===== src/rtl/vec_mul_pkg.sv =====
// Shared types and default sizing for the 16x16 vector-multiplier control path.
package vec_mul_pkg;

    localparam int unsigned DEF_ADDRESSSIZE  = 10;
    localparam int unsigned DEF_PIPE_LATENCY = 17;
    localparam int unsigned DEF_CNT_BW       = 11;

    typedef enum logic [2:0] {
        IDLE   = 3'd0,
        WAIT_W = 3'd1,
        POP    = 3'd2,
        RELOAD = 3'd3,
        STREAM = 3'd4,
        DRAIN  = 3'd5,
        FINISH = 3'd6
    } seq_state_t;

endpackage


===== src/rtl/vec_mul_sequencer_valid_delay_line.sv =====
// Fixed-depth 1-bit valid shift register with synchronous clear.
// any_set flags entries still travelling upstream of the output stage.
module valid_delay_line #(
    parameter int unsigned DEPTH = 17
) (
    input  logic clk,
    input  logic clr,
    input  logic din,
    output logic dout,
    output logic any_set
);

    logic [DEPTH-1:0] sr;

    generate
        if (DEPTH == 1) begin : g_single
            always_ff @(posedge clk) begin
                if (clr) sr <= '0;
                else     sr <= din;
            end
            assign any_set = 1'b0;
        end else begin : g_multi
            always_ff @(posedge clk) begin
                if (clr) sr <= '0;
                else     sr <= {sr[DEPTH-2:0], din};
            end
            assign any_set = |sr[DEPTH-2:0];
        end
    endgenerate

    assign dout = sr[DEPTH-1];

endmodule


===== src/rtl/vec_mul_sequencer.sv =====
// Run controller for the 16x16 vector multiplier: weight pop/reload, vector
// issue, delayed result writes. SEQ_PERF_COUNTER_EN adds the run_cycles port.
module vec_mul_sequencer
    import vec_mul_pkg::*;
#(
    parameter int unsigned ADDRESSSIZE  = DEF_ADDRESSSIZE,
    parameter int unsigned PIPE_LATENCY = DEF_PIPE_LATENCY,
    parameter int unsigned CNT_BW       = DEF_CNT_BW
) (
    input  logic                   clk,
    input  logic                   rstn,
    input  logic                   start,
    input  logic [ADDRESSSIZE-1:0] base_addr,
    input  logic [CNT_BW-1:0]      vec_count,
    input  logic                   fifo_empty,
    output logic                   fifo_read_enable,
    output logic                   weight_reload,
    output logic [ADDRESSSIZE-1:0] ub_address,
    output logic                   ub_read_valid,
    output logic                   res_write_enable,
    output logic [ADDRESSSIZE-1:0] res_write_addr,
    output logic                   busy,
    output logic                   done
`ifdef SEQ_PERF_COUNTER_EN
    ,
    output logic [31:0]            run_cycles
`endif
);

    seq_state_t             state_q, state_d;
    logic [ADDRESSSIZE-1:0] base_q, base_d;
    logic [CNT_BW-1:0]      count_q, count_d;
    logic [CNT_BW-1:0]      issue_q, issue_d;
    logic [CNT_BW-1:0]      wr_cnt_q, wr_cnt_d;
    logic [ADDRESSSIZE-1:0] wr_addr_q, wr_addr_d;
    logic [ADDRESSSIZE-1:0] ub_address_d;
    logic                   in_flight;
    logic                   writes_done;
    logic [CNT_BW-1:0]      last_idx;
    logic                   dl_clr;

    assign dl_clr         = ~rstn;
    assign last_idx       = count_q - CNT_BW'(1);
    assign writes_done    = (wr_cnt_q + CNT_BW'(res_write_enable)) == count_q;
    assign res_write_addr = wr_addr_q;

    // Valid travels alongside the array pipeline; its tail is the write strobe.
    valid_delay_line #(
        .DEPTH (PIPE_LATENCY)
    ) u_valid_delay (
        .clk     (clk),
        .clr     (dl_clr),
        .din     (ub_read_valid),
        .dout    (res_write_enable),
        .any_set (in_flight)
    );

    // Next-state and next-output decode.
    always_comb begin
        state_d   = state_q;
        base_d    = base_q;
        count_d   = count_q;
        issue_d   = issue_q;
        wr_cnt_d  = wr_cnt_q;
        wr_addr_d = wr_addr_q;

        if (res_write_enable) begin
            wr_cnt_d  = wr_cnt_q + CNT_BW'(1);
            wr_addr_d = wr_addr_q + ADDRESSSIZE'(1);
        end

        case (state_q)
            IDLE: begin
                if (start) begin
                    base_d    = base_addr;
                    count_d   = vec_count;
                    issue_d   = '0;
                    wr_cnt_d  = '0;
                    wr_addr_d = '0;
                    state_d   = (vec_count == '0) ? FINISH : WAIT_W;
                end
            end
            WAIT_W: if (!fifo_empty) state_d = POP;
            POP:    state_d = RELOAD;
            RELOAD: begin
                state_d = STREAM;
                issue_d = '0;
            end
            STREAM: begin
                if (issue_q == last_idx) state_d = DRAIN;
                else                     issue_d = issue_q + CNT_BW'(1);
            end
            // Leave once the write landing now is the last one owed.
            DRAIN:  if (!in_flight && writes_done) state_d = FINISH;
            FINISH: state_d = IDLE;
            default: state_d = IDLE;
        endcase

        ub_address_d = (state_d == STREAM) ? base_d + ADDRESSSIZE'(issue_d) : '0;
    end

    // State, run context and registered Moore outputs.
    always_ff @(posedge clk) begin
        if (!rstn) begin
            state_q          <= IDLE;
            base_q           <= '0;
            count_q          <= '0;
            issue_q          <= '0;
            wr_cnt_q         <= '0;
            wr_addr_q        <= '0;
            fifo_read_enable <= 1'b0;
            weight_reload    <= 1'b0;
            ub_address       <= '0;
            ub_read_valid    <= 1'b0;
            busy             <= 1'b0;
            done             <= 1'b0;
        end else begin
            state_q          <= state_d;
            base_q           <= base_d;
            count_q          <= count_d;
            issue_q          <= issue_d;
            wr_cnt_q         <= wr_cnt_d;
            wr_addr_q        <= wr_addr_d;
            fifo_read_enable <= (state_d == POP);
            weight_reload    <= (state_d == RELOAD);
            ub_address       <= ub_address_d;
            ub_read_valid    <= (state_d == STREAM);
            busy             <= (state_d != IDLE);
            done             <= (state_d == FINISH);
        end
    end

`ifdef SEQ_PERF_COUNTER_EN
    // Counts every non-IDLE clock of the run, held in IDLE, saturating.
    always_ff @(posedge clk) begin
        if (!rstn) begin
            run_cycles <= '0;
        end else if (state_q == IDLE) begin
            if (start) run_cycles <= '0;
        end else if (run_cycles != '1) begin
            run_cycles <= run_cycles + 32'd1;
        end
    end
`endif

endmodule


===== config.mk =====
export PLATFORM = sky130hd
export DESIGN_NAME = vec_mul_sequencer
export DESIGN_NICKNAME = d
export VERILOG_FILES = /design/src/rtl/vec_mul_pkg.sv /design/src/rtl/vec_mul_sequencer_valid_delay_line.sv /design/src/rtl/vec_mul_sequencer.sv
export SDC_FILE = /design/constraint.sdc
export NUM_CORES = 1
export LEC_CHECK = 0
export CAP_MARGIN = 30
export CORE_ASPECT_RATIO = 1.75
export CORE_MARGIN = 10
export CORE_UTILIZATION = 55
export DETAILED_ROUTE_END_ITERATION = 16
export HOLD_SLACK_MARGIN = 0.02
export PLACE_DENSITY = 0.78
export SYNTH_ARGS = -nofsm -noshare
export SYNTH_HDL_FRONTEND = slang
export SYNTH_SLANG_ARGS = --single-unit
export TNS_END_PERCENT = 5

===== constraint.sdc =====
create_clock -name clk -period 9.9 [get_ports clk]
set_input_delay 1.98 -clock clk [delete_from_list [all_inputs] [get_ports clk]]
set_output_delay 1.98 -clock clk [all_outputs]
set_load 0.005 [all_outputs]

==> Yosys cells after proc, flatten, opt, wreduce, memory -nomap -nowiden <==
Cells that the tools add are included.
{ "word_totals": {"inputBits": 25, "register_bits": 88, "out_inout_bits": 26, "word_cells": 60} }
{ "op_classes": {"n_mux": 17, "n_reduce_logical": 10, "n_eq_ne": 13, "add_sub_neg": 6} }
{ "ops": {"columns": ["op", "count"], "rows": [
  ["$mux W11", 5],
  ["$mux W10", 5],
  ["$pmux W11 S3", 1],
  ["$add A11 B1 Y11 const B", 2],
  ["$eq A11 B11 Y1", 2],
  ["$pmux W3 S6", 1],
  ["$reduce_or A16 Y1", 1],
  ["$mux W3", 5],
  ["$eq A3 B2 Y1 const B", 4],
  ["$eq A3 B3 Y1 const B", 4],
  ["$add A11 B1 Y11", 1],
  ["$logic_not A11 Y1", 1],
  ["$sub A11 B1 Y11 const B", 1],
  ["$add A10 B1 Y10 const B", 1],
  ["$add A10 B10 Y10", 1],
  ["$reduce_bool A3 Y1", 2],
  ["$ne A2 B2 Y1 const B", 2],
  ["$reduce_and A2 Y1", 2],
  ["$eq A3 B1 Y1 const B", 1],
  ["$logic_not A3 Y1", 1],
  ["$reduce_and A3 Y1", 1],
  ["$logic_and A1 B1 Y1", 1],
  ["$logic_not A1 Y1", 1]
]} }

==> Longest topological paths before layout <==
{ "depth": {"word_depth": 7, "mapped_depth": 22, "mapped_depth_nobuf": 20} }

==> Cells and area by module <==
From an unflattened synthesis, not the netlist that was laid out.
{ "unflattened": {"hier_cells": 564, "area_unflattened_um2": 4633.2} }
{ "by_module_without_submodules": {"columns": ["mod", "area_each_um2", "seq_area_each_um2", "n_inst", "cells_each"], "rows": [
  ["vec_mul_sequencer", 4145.2, 1421.4, 1, 524],
  ["valid_delay_line", 488.0, 340.3, 1, 40]
]} }

==> Least setup slack after synthesis <==
No wires, ideal clock.
{ "synth_timing": {"path_type": "input -> register", "start": "input port start", "end": "register ub_address[9]", "setup_slack_ns": 5.331, "n_path_buf": 1, "required_ns": 9.830, "stages": 13, "t_arrival_ns": 4.499, "setup_time_ns": 0.070, "path_cell_list": "nor4b_1 -> clkbuf_1 -> nand2_1 -> nand2_1 -> ha_1 -> a21o_1 -> a21o_1 -> a21oi_1 -> o21a_1 -> or3_1 -> nand4_1 -> or4_1 -> a21oi_1"} }
{ "synth_via": {"elab_cells_between_ends": 9, "classes_between": "add/sub: 1; eq/ne: 1; mux: 6; reduce/logical: 1"} }
{ "synth_lines": {"columns": ["item", "line_no", "rtl"], "rows": [
  ["from (decl)", "vec_mul_sequencer.sv:12", "input logic start,"],
  ["$mux W10", "vec_mul_sequencer.sv:74", "if (start) begin"],
  ["$mux W10", "vec_mul_sequencer.sv:72", "case (state_q)"],
  ["named net base_d[1]", "vec_mul_sequencer.sv:31", "logic [ADDRESSSIZE-1:0] base_q, base_d;"],
  ["$add A10 B10 Y10", "vec_mul_sequencer.sv:99", "ub_address_d = (state_d == STREAM) ? base_d + ADDRESSSIZE'(issue_d) : '0;"],
  ["to (signal assigned)", "vec_mul_sequencer.sv:126", "ub_address <= ub_address_d;"],
  ["to (decl)", "vec_mul_sequencer.sv:18", "output logic [ADDRESSSIZE-1:0] ub_address,"]
]} }
The timed path passes the listed nets, and every way through them passes these cells. The select of a mux whose other input is x is not followed.
A chain may end at the register's enable or synchronous reset.

==> Final worst setup path <==
{ "layout_timing": {"start": "input port start", "end": "register ub_address[8]"} }
{ "layout_via": {"elab_cells_between_ends": 9, "classes_between": "add/sub: 1; eq/ne: 1; mux: 6; reduce/logical: 1"} }
{ "layout_lines": {"columns": ["item", "line_no", "rtl"], "rows": [
  ["$mux W11", "vec_mul_sequencer.sv:74", null],
  ["$pmux W11 S3", "vec_mul_sequencer.sv:72", null],
  ["named net issue_d[0]", "vec_mul_sequencer.sv:33", "logic [CNT_BW-1:0] issue_q, issue_d;"],
  ["$add A10 B10 Y10", "vec_mul_sequencer.sv:99", null]
]} }
The timed path passes the listed nets, and every way through them passes these cells. The select of a mux whose other input is x is not followed.

==> run metrics <==
status complete, no violations; CTS-repair resized insts 0; post-CTS setup buffer count 0; worst hold path cell count 1; cts hold-fix bufs 0; unrepaired setup endpoints after global routing no; Synth Cell Area 4520 µm²; DR vias/cell around 5.9; flop2flop setup slack 5.23 ns; ranking of synthesized cells by area dfxtp_1 (39%), nand2_1 (6.9%), xnor2_1 (4.8%); grt ovf 0; VDD IR max 99.9 µV; Filler cells between 600 and 700; pwr dens 152 nW/µm²; WP data required 10.11 ns; CTS buffer count 9; R2R depth 18; I/O Pins 51; antenna viol nets, final 0; register area between 1500 and 2000 µm²; #FFs+latches synth around 90; final WL 10800 µm; CTS Buffer Depth 2; synth unique cells between 60 and 70; startpoint types input port; Post-synth EDFFs 0; Die Ht between 100 and 150 µm; CTS tree built; area grow syn2layout 17.9%; root buffer cell clkbuf_16; Setup CP Type input port to flop; Routed WL per cell 15.7 µm; Synth top area share 0.389; main flop type after synthesis dfxtp_1; min Tclk post-route between 5 and 6 ns; most common cell after layout, fill and taps aside dfxtp_1; Static Leakage 2.11 nW; crit path max fanout 4; hold path startpoint ub_read_valid; post-DP HPWL roughly 8100 µm; DR pass1 iterations 4; Critical R2R Launch count_q[0]; Hold Vio Cnt, Final 0; Seq/Total Area, Yosys 0.389; setup ws final around 4.8 ns; worst slack, placed 4.50 ns; antenna cells 0; Sink Count 88; Final period util 0.511; IO buf count 50; Syn Inst Count 557; Skew-Pair Late Insertion Delay 0.34 ns; Worst slew margin 0.432; Final nets about 630; initial antenna violation count 0; Setup Viol. Count Final 0; setup TNS 0 ns; Multi-input gate area 2590 µm²; core box area 7960 µm²; most frequent cells in the layout dfxtp_1 (88), nand2_1 (83), nor2_1 (53); DIE AREA 12400 µm²; worst path arrival time 5.28 ns; warnings from Yosys 0; initial drt markers around 170; Rows 43; Initial Util 0.568; CP Capture Type flop; first-pass GRT wire length 17700 µm; routed vias 4045; Max Cap Viol 0; largest net degree at the start of global routing 31; Clock transition at path regs 0.06 ns; H-tree Lvls 3; Min-Delay Endpoint u_valid_delay.sr[0]; post-layout power 811 µW; proportion of layout cells with a drive suffix above 1 0.0487; Chip Width a little under 90 µm; Slew Viols, Final 0; Layout Utilization 0.670; Setup Skew 0.00694 ns; GRT Util Overall 0.179; drt drc 0; R2R Path End ub_address[9]; Synth Area per Inst 8.12 µm²; gpl congestion 0.839; post-synth net total 598; ys async rst share 0; Highest Clock Rate 0.198 GHz; Worst-Margin Slew 0.847 ns; vias in the first global route 3943; type of the worst min-delay path flop to flop; cell taking the most area after synthesis dfxtp_1
how the worst max path moves through the flow:
stage,startpoint,endpoint,slack [ns],cells after the start
final,start,ub_address[8],4.84,16
after global routing,start,ub_address[8],4.56,16
after detailed placement,start,ub_address[8],4.50,16
after CTS,start,ub_address[9],4.84,14
after global placement,start,ub_address[8],4.53,16
after floorplan,start,ub_address[9],5.33,13
per-layer routing:
metal,track usage,wire (µm)
met1,0.175,3990
met5,0,0
met3,0.0424,521
met2,0.327,5830
met4,0.0984,435
flip-flops by register name, summed over array words and instances, names as in the netlist:
name and flops:
issue_q 11, weight_reload 1, count_q 11, done 1
base_q 10, u_valid_delay.sr 17, state_q 3, busy 1
ub_address 10, res_write_addr 10, fifo_read_enable 1, ub_read_valid 1
wr_cnt_q 11
stage by stage:
stage	area (µm²)	hold slack, ns	std cells
4_1_cts	5330	0.463	686
3_5_place_dp	5040	0.445	671
2_1_floorplan	4520	0.430	557
6_report	5330	0.462	686
3_3_place_gp	5040	0.436	671
5_1_grt	5330	0.478	686
logic make-up after synthesis:
kind of cell	synth area share
and+or+nand+nor	0.271
adders and majority gates	0.0459
buffers and inverters	0.0398
muxes	0.00913
xor gates and xnor gates	0.0852
AOI/OAI and AO/OA	0.160
DFF	0.389
layout make-up:
cell class / instances / area share
clock inverters: 5 / 0.0110
inverters: 16 / 0.0113
well taps: 90 / 0.0211
multi-input cells: 424 / 0.485
flip-flops and latches: 88 / 0.330
repair buffers: 53 / 0.0981
clock buffers: 10 / 0.0429
power by group:
| group | internal [mW] | switching [mW] | leakage (nW) |
|---|---|---|---|
| Combinational | 0.0469 | 0.0607 | 1.26 |
| Sequential | 0.363 | 0.0106 | 0.713 |
| Clock | 0.194 | 0.137 | 0.135 |
| Total | 0.603 | 0.208 | 2.11 |
critical path, cell delays in order:
cell             delay (ns)
clkdlybuf4s50_1        0.53
nor2_1                 0.07
o31ai_1                0.43
o21ai_0                0.23
nand2_1                0.13
nand2_1                0.06
ha_1                   0.20
fa_1                   0.41
a21o_1                 0.19
a21oi_1                0.22
o21ai_0                0.11
a21oi_1                0.24
o21bai_1               0.09
a21oi_1                0.17
xor2_1                 0.15
nor2_1                 0.05
cell usage after synthesis (3+ instances only):
| cell type | instances |
|---|---|
| nand2_1 | 83 |
| a21o_1 | 5 |
| xor2_1 | 19 |
| nor4_1 | 10 |
| and3_1 | 6 |
| o21ai_0 | 17 |
| and2_1 | 24 |
| o21a_1 | 3 |
| buf_2 | 3 |
| xnor2_1 | 25 |
| o31a_1 | 4 |
| nand3_1 | 16 |
| a31oi_1 | 8 |
| nor3_1 | 12 |
| nor2b_1 | 5 |
| ha_1 | 15 |
| nor2_1 | 53 |
| nand4_1 | 12 |
| inv_1 | 15 |
| mux2i_1 | 3 |
| a211oi_1 | 3 |
| clkbuf_1 | 23 |
| or3_1 | 7 |
| dfxtp_1 | 88 |
| a21oi_1 | 43 |
(Power assumes the default switching activity.)
